### config.mk
export PLATFORM = sky130hd
export DESIGN_NAME = ifu_prefetch_q
export DESIGN_NICKNAME = d
export VERILOG_FILES = /design/src/rtl/ifu_prefetch_q.sv
export SDC_FILE = /design/constraint.sdc
export NUM_CORES = 1
export LEC_CHECK = 0
export BUFFER_PORTS_ARGS = -buffer_cell sky130_fd_sc_hd__buf_2
export CELL_PAD_IN_SITES_DETAIL_PLACEMENT = 1
export CELL_PAD_IN_SITES_GLOBAL_PLACEMENT = 1
export CORE_UTILIZATION = 41
export CTS_CLUSTER_DIAMETER = 150
export DETAILED_ROUTE_END_ITERATION = 8
export GPL_ROUTABILITY_DRIVEN = 0
export PLACE_DENSITY_LB_ADDON = 0.1
export SYNTH_ARGS = -nofsm -noshare
export SYNTH_HDL_FRONTEND = slang
export SYNTH_SLANG_ARGS = --single-unit
### constraint.sdc
create_clock -name clk -period 5.6 [get_ports clk]
set_input_delay 1.12 -clock clk [delete_from_list [all_inputs] [get_ports clk]]
set_output_delay 1.12 -clock clk [all_outputs]
set_load 0.05 [all_outputs]
### src/rtl/ifu_prefetch_q.sv
// Instruction-fetch front end: credit-limited sequential prefetch into a {pc,ir} FIFO,
// with flush redirect that empties the queue and discards responses still in flight.
module ifu_prefetch_q #(
  parameter int PC_SIZE    = 32,
  parameter int INSTR_SIZE = 32,
  parameter int DEPTH      = 4,
  localparam int CNT_W     = $clog2(DEPTH) + 1
) (
  input  logic                  clk,
  input  logic                  rst_n,
  input  logic [PC_SIZE-1:0]    pc_rtvec,
  output logic                  ifu_req_valid,
  input  logic                  ifu_req_ready,
  output logic [PC_SIZE-1:0]    ifu_req_pc,
  input  logic                  ifu_rsp_valid,
  output logic                  ifu_rsp_ready,
  input  logic [INSTR_SIZE-1:0] ifu_rsp_instr,
  output logic                  ifu_o_valid,
  input  logic                  ifu_o_ready,
  output logic [INSTR_SIZE-1:0] ifu_o_ir,
  output logic [PC_SIZE-1:0]    ifu_o_pc,
  output logic [CNT_W-1:0]      ifu_o_level,
  input  logic                  pipe_flush_req,
  output logic                  pipe_flush_ack,
  input  logic [PC_SIZE-1:0]    pipe_flush_add_op1,
  input  logic [PC_SIZE-1:0]    pipe_flush_add_op2
);

  localparam int PTR_W = $clog2(DEPTH);

  logic [PC_SIZE-1:0]    fetch_pc_q, fetch_pc_d;
  logic [PC_SIZE-1:0]    rsp_pc_q, rsp_pc_d;
  logic [CNT_W-1:0]      inflight_q, inflight_d;
  logic [CNT_W-1:0]      drop_q, drop_d;
  logic [CNT_W-1:0]      level_q, level_d;
  logic [PTR_W-1:0]      wr_ptr_q, wr_ptr_d;
  logic [PTR_W-1:0]      rd_ptr_q, rd_ptr_d;
  logic [PC_SIZE-1:0]    pc_mem_q [DEPTH];
  logic [PC_SIZE-1:0]    pc_mem_d [DEPTH];
  logic [INSTR_SIZE-1:0] ir_mem_q [DEPTH];
  logic [INSTR_SIZE-1:0] ir_mem_d [DEPTH];

  logic [PC_SIZE-1:0]    flush_sum;
  logic [PC_SIZE-1:0]    flush_target;
  logic [PC_SIZE-1:0]    rtvec_aligned;
  logic [CNT_W:0]        occupancy;
  logic                  req_fire;
  logic                  push;
  logic                  rsp_drop;
  logic                  pop;

  assign flush_sum     = pipe_flush_add_op1 + pipe_flush_add_op2;
  assign flush_target  = flush_sum & ~PC_SIZE'(3);
  assign rtvec_aligned = pc_rtvec & ~PC_SIZE'(3);

  // Credit counts both outstanding requests and buffered entries, so a response always has a slot.
  assign occupancy     = {1'b0, inflight_q} + {1'b0, level_q};
  assign ifu_req_valid = rst_n & ~pipe_flush_req & (occupancy < (CNT_W+1)'(DEPTH));
  assign ifu_req_pc    = fetch_pc_q;
  assign req_fire      = ifu_req_valid & ifu_req_ready;

  assign ifu_rsp_ready  = 1'b1;
  assign pipe_flush_ack = 1'b1;

  assign rsp_drop = ifu_rsp_valid & (drop_q != '0);
  assign push     = ifu_rsp_valid & (drop_q == '0);

  assign ifu_o_valid = (level_q != '0);
  assign ifu_o_ir    = ir_mem_q[rd_ptr_q];
  assign ifu_o_pc    = pc_mem_q[rd_ptr_q];
  assign ifu_o_level = level_q;
  assign pop         = ifu_o_valid & ifu_o_ready;

  always_comb begin
    fetch_pc_d = fetch_pc_q;
    rsp_pc_d   = rsp_pc_q;
    inflight_d = inflight_q;
    drop_d     = drop_q;
    level_d    = level_q;
    wr_ptr_d   = wr_ptr_q;
    rd_ptr_d   = rd_ptr_q;
    pc_mem_d   = pc_mem_q;
    ir_mem_d   = ir_mem_q;

    if (pipe_flush_req) begin
      // Everything issued so far is stale; the response landing this cycle is already consumed.
      fetch_pc_d = flush_target;
      rsp_pc_d   = flush_target;
      inflight_d = inflight_q - CNT_W'(ifu_rsp_valid);
      drop_d     = inflight_q - CNT_W'(ifu_rsp_valid);
      level_d    = '0;
      wr_ptr_d   = '0;
      rd_ptr_d   = '0;
    end else begin
      if (req_fire) begin
        fetch_pc_d = fetch_pc_q + PC_SIZE'(4);
      end
      inflight_d = inflight_q + CNT_W'(req_fire) - CNT_W'(ifu_rsp_valid);
      if (rsp_drop) begin
        drop_d = drop_q - CNT_W'(1);
      end
      if (push) begin
        pc_mem_d[wr_ptr_q] = rsp_pc_q;
        ir_mem_d[wr_ptr_q] = ifu_rsp_instr;
        wr_ptr_d           = wr_ptr_q + PTR_W'(1);
        rsp_pc_d           = rsp_pc_q + PC_SIZE'(4);
      end
      if (pop) begin
        rd_ptr_d = rd_ptr_q + PTR_W'(1);
      end
      level_d = level_q + CNT_W'(push) - CNT_W'(pop);
    end
  end

  always_ff @(posedge clk) begin
    if (!rst_n) begin
      fetch_pc_q <= rtvec_aligned;
      rsp_pc_q   <= rtvec_aligned;
      inflight_q <= '0;
      drop_q     <= '0;
      level_q    <= '0;
      wr_ptr_q   <= '0;
      rd_ptr_q   <= '0;
      for (int i = 0; i < DEPTH; i++) begin
        pc_mem_q[i] <= '0;
        ir_mem_q[i] <= '0;
      end
    end else begin
      fetch_pc_q <= fetch_pc_d;
      rsp_pc_q   <= rsp_pc_d;
      inflight_q <= inflight_d;
      drop_q     <= drop_d;
      level_q    <= level_d;
      wr_ptr_q   <= wr_ptr_d;
      rd_ptr_q   <= rd_ptr_d;
      pc_mem_q   <= pc_mem_d;
      ir_mem_q   <= ir_mem_d;
    end
  end

endmodule

==> results.sh <==
export IMPL_finalSetupViolCount=0
export IMPL_track_usage_pct=24.9
export IMPL_core_area_mm2=0.0389
export IMPL_layout_common_cells="nand2_1 (577), a21oi_1 (289), dfxtp_1 (259), buf_2 (228), nor2_1 (73)"
export IMPL_status="finished, final reports clean"
export IMPL_ant_nets=0
export IMPL_area_delta_synth_final_pct=15.7
export IMPL_r2r_cells=12
export IMPL_hold_violations=0
export IMPL_synth_top_family_by_area="simple AND/OR/NAND/NOR gates"
export IMPL_period_needed_ps=3730
export IMPL_reg2reg_to="inflight_q[2]"
export IMPL_viasPerCell=5.47
export IMPL_grt_max_degree=102
export IMPL_dp_hpwl_mm=32.8
export IMPL_power_mw=6.02
export IMPL_synth_edf_count=60
export IMPL_arrival_ps=2610
export IMPL_rsz0062_at_grt="no"
export IMPL_vias=14200
export IMPL_first_iter_violations=664
export IMPL_synth_area_mm2=0.0163
export IMPL_cp_startpoint="rd_ptr_q[0]"
export IMPL_synth_adder_area_share_pct=3.78
export IMPL_ios=237
export IMPL_setup_tns_ps=0
export IMPL_synth_xor_area_share_pct=4.79
export IMPL_cts_buffers=37
export IMPL_fin_skew_ps=23.2
export IMPL_cts_max_level=2
export IMPL_synth_top_cell_by_area="dfxtp_1"
export IMPL_rrSetupSlack_ps=2580
export IMPL_netlist_instances=1917
export IMPL_drc=0
export IMPL_ys_ff_latch=321
export IMPL_drive_gt1_share_pct=18.5
export IMPL_wirelength_mm=50.8
export IMPL_clk_latency_ps=520
export IMPL_postCtsSetupRepairBufs=0
export IMPL_grt_first_pass_wirelength_mm=81.0
export IMPL_place_inst=2531
export IMPL_finish_utilization_pct=48.4
export IMPL_setup_ws_ps=1870
export IMPL_worst_path_max_fanout=27
export IMPL_diodes=0
export IMPL_critPathCaptureType="output port"
export IMPL_cts_tree="built"
export IMPL_hold_depth=2
export IMPL_place_ws_ps=1610
export IMPL_synthMuxAreaShare_pct=8.89
export IMPL_hold_start="pc_mem_q[72]"
export IMPL_synthSimpleGateAreaFrac_pct=19.5
export IMPL_overflow=0
export IMPL_synth_top_area_share_pct=32.1
export IMPL_die_x_um=201
export IMPL_reg2reg_from="ifu_o_level[2]"
export IMPL_synth_compound_area_share_pct=15.5
export IMPL_tightest_slew_ps=1070
export IMPL_critical_path_class="reg -> out"
export IMPL_p_leak_nw=6.93
export IMPL_drv_slew=0
export IMPL_cts_buffer_depth=3
export IMPL_power_density_mw_per_mm2=320
export IMPL_clockRootBuffer="clkbuf_16"
export IMPL_critPathRequiredTime_ps=4480
export IMPL_fp_row_count=72
export IMPL_yosys_warnings=0
export IMPL_async_flop_share_pct=0
export IMPL_post_cts_resized=0
export IMPL_worstSetupStartpointType="flop"
export IMPL_die_area_mm2=0.0405
export IMPL_hold_end="pc_mem_q[72]"
export IMPL_initial_core_util_pct=41.9
export IMPL_final_cells=2599
export IMPL_max_cap_violations=0
export IMPL_wire_per_inst_um=19.5
export IMPL_clock_sinks=321
export IMPL_grt_pass1_vias=14800
export IMPL_ir_drop_mv=0.194
export IMPL_clkTransAtPathRegs_ps=60
export IMPL_antenna_found_initial=1
export IMPL_ys_top_cells_by_area="dfxtp_1 (32%), nand2_1 (13%), edfxtp_1 (11%), a21oi_1 (8.9%), mux4_2 (8.6%)"
export IMPL_fin_crit_sh_pct=66.5
export IMPL_dr_pass1_iters=5
export IMPL_io_buffers=228
export IMPL_synth_distinct_cells=64
export IMPL_yosys_most_used_dff="dfxtp_1"
export IMPL_max_slew_margin_pct=28.4
export IMPL_nets=2234
export IMPL_cts_hold_buf=0
export IMPL_syn_area_per_cell_um2=8.50
export IMPL_dieHeight_um=201
export IMPL_hp_class="reg -> reg"
export IMPL_ys_seq_area_share_pct=43.1
export IMPL_max_freq_mhz=268
export IMPL_final_common_cell="nand2_1"
layer usage:
layer / vias to the layer above / share of wire (%) / GRT usage, %
met5: - / 0.016 / 0
met4: 2 / 1.4 / 4.82
met3: 58 / 3.9 / 3.60
met2: 284 / 49 / 44.2
met1: 7005 / 45 / 31.9
li1: 6865 / - / -
how the worst max path moves through the flow:
| stage | depth (start not counted) | slack, ps | endpoint |
|---|---|---|---|
| final | 3 | 1870 | ifu_o_pc[31] |
| after global placement | 15 | 1630 | inflight_q[2] |
| after floorplan | 13 | 1070 | inflight_q[2] |
| after global routing | 3 | 1750 | ifu_o_pc[31] |
| after CTS | 3 | 1800 | ifu_o_pc[31] |
| after detailed placement | 10 | 1610 | rsp_pc_q[28] |
critical path, stage by stage (launching register included):
cell	delay, ps
dfxtp_4	680
buf_4	540
mux4_2	560
buf_2	250
state kept, by name, indices dropped and copies added, names as in the netlist:
register and count:
drop_q 3, ifu_o_level 3, ifu_req_pc 30, inflight_q 3
ir_mem_q 128, pc_mem_q 120, rd_ptr_q 2, rsp_pc_q 30
wr_ptr_q 2
cell type report:
type | instances | area [um^2]
clock buffers | 61 | 1130
clock inverters | 7 | 63.8
fillers | 4669 | 20100
inverters | 24 | 97.6
multi-input cells | 1425 | 8610
flip-flops and latches | 321 | 7030
well taps | 518 | 648
repair buffers | 243 | 1270
cell families after synthesis:
kind of cell / after synthesis
simple gates: 772
xor+xnor: 89
flops: 321
compound gates: 443
fa+ha+maj: 48
other cells: 2
mux: 67
buf+inv: 175
power by group:
part / leakage (nW) / total, mW / switching, mW / internal [mW]
logic: 3.62 / 1.01 / 0.676 / 0.335
clock network: 0.587 / 2.38 / 0.958 / 1.42
registers: 2.73 / 2.63 / 0.153 / 2.48
total: 6.93 / 6.02 / 1.79 / 4.24
stage by stage:
step / area, um^2 / hold WS (ps)
final: 18900 / 454
after global routing: 18900 / 473
after CTS: 18900 / 455
after detailed placement: 17700 / 447
after global placement: 17700 / 439
after floorplan: 16300 / 433
cells in the mapped netlist, types with 3 or more instances:
cell type  count
xnor2_1       47
nand4_1       19
edfxtp_1      60
a22oi_1        3
nor2_1        73
o21bai_1       5
a21o_1         8
buf_4          8
a31oi_1        7
clkbuf_1     122
xor2_1        42
o21a_1        12
a21boi_0       3
nand2_1      581
o21ai_0       48
ha_1          46
o211ai_1      18
nand3_1       32
clkbuf_2       3
a21oi_1      289
a211oi_1      12
nor2b_1       14
o221ai_1       4
buf_1          8
o22a_1         5
mux4_2        62
inv_1         24
buf_2         10
or3_1          3
and4_1         9
and2_1         7
nor3_1         7
dfxtp_1      261
mux2i_1        3
and3_1        18
a31o_2         4
Note: power is estimated with default switching activity, not from simulation.
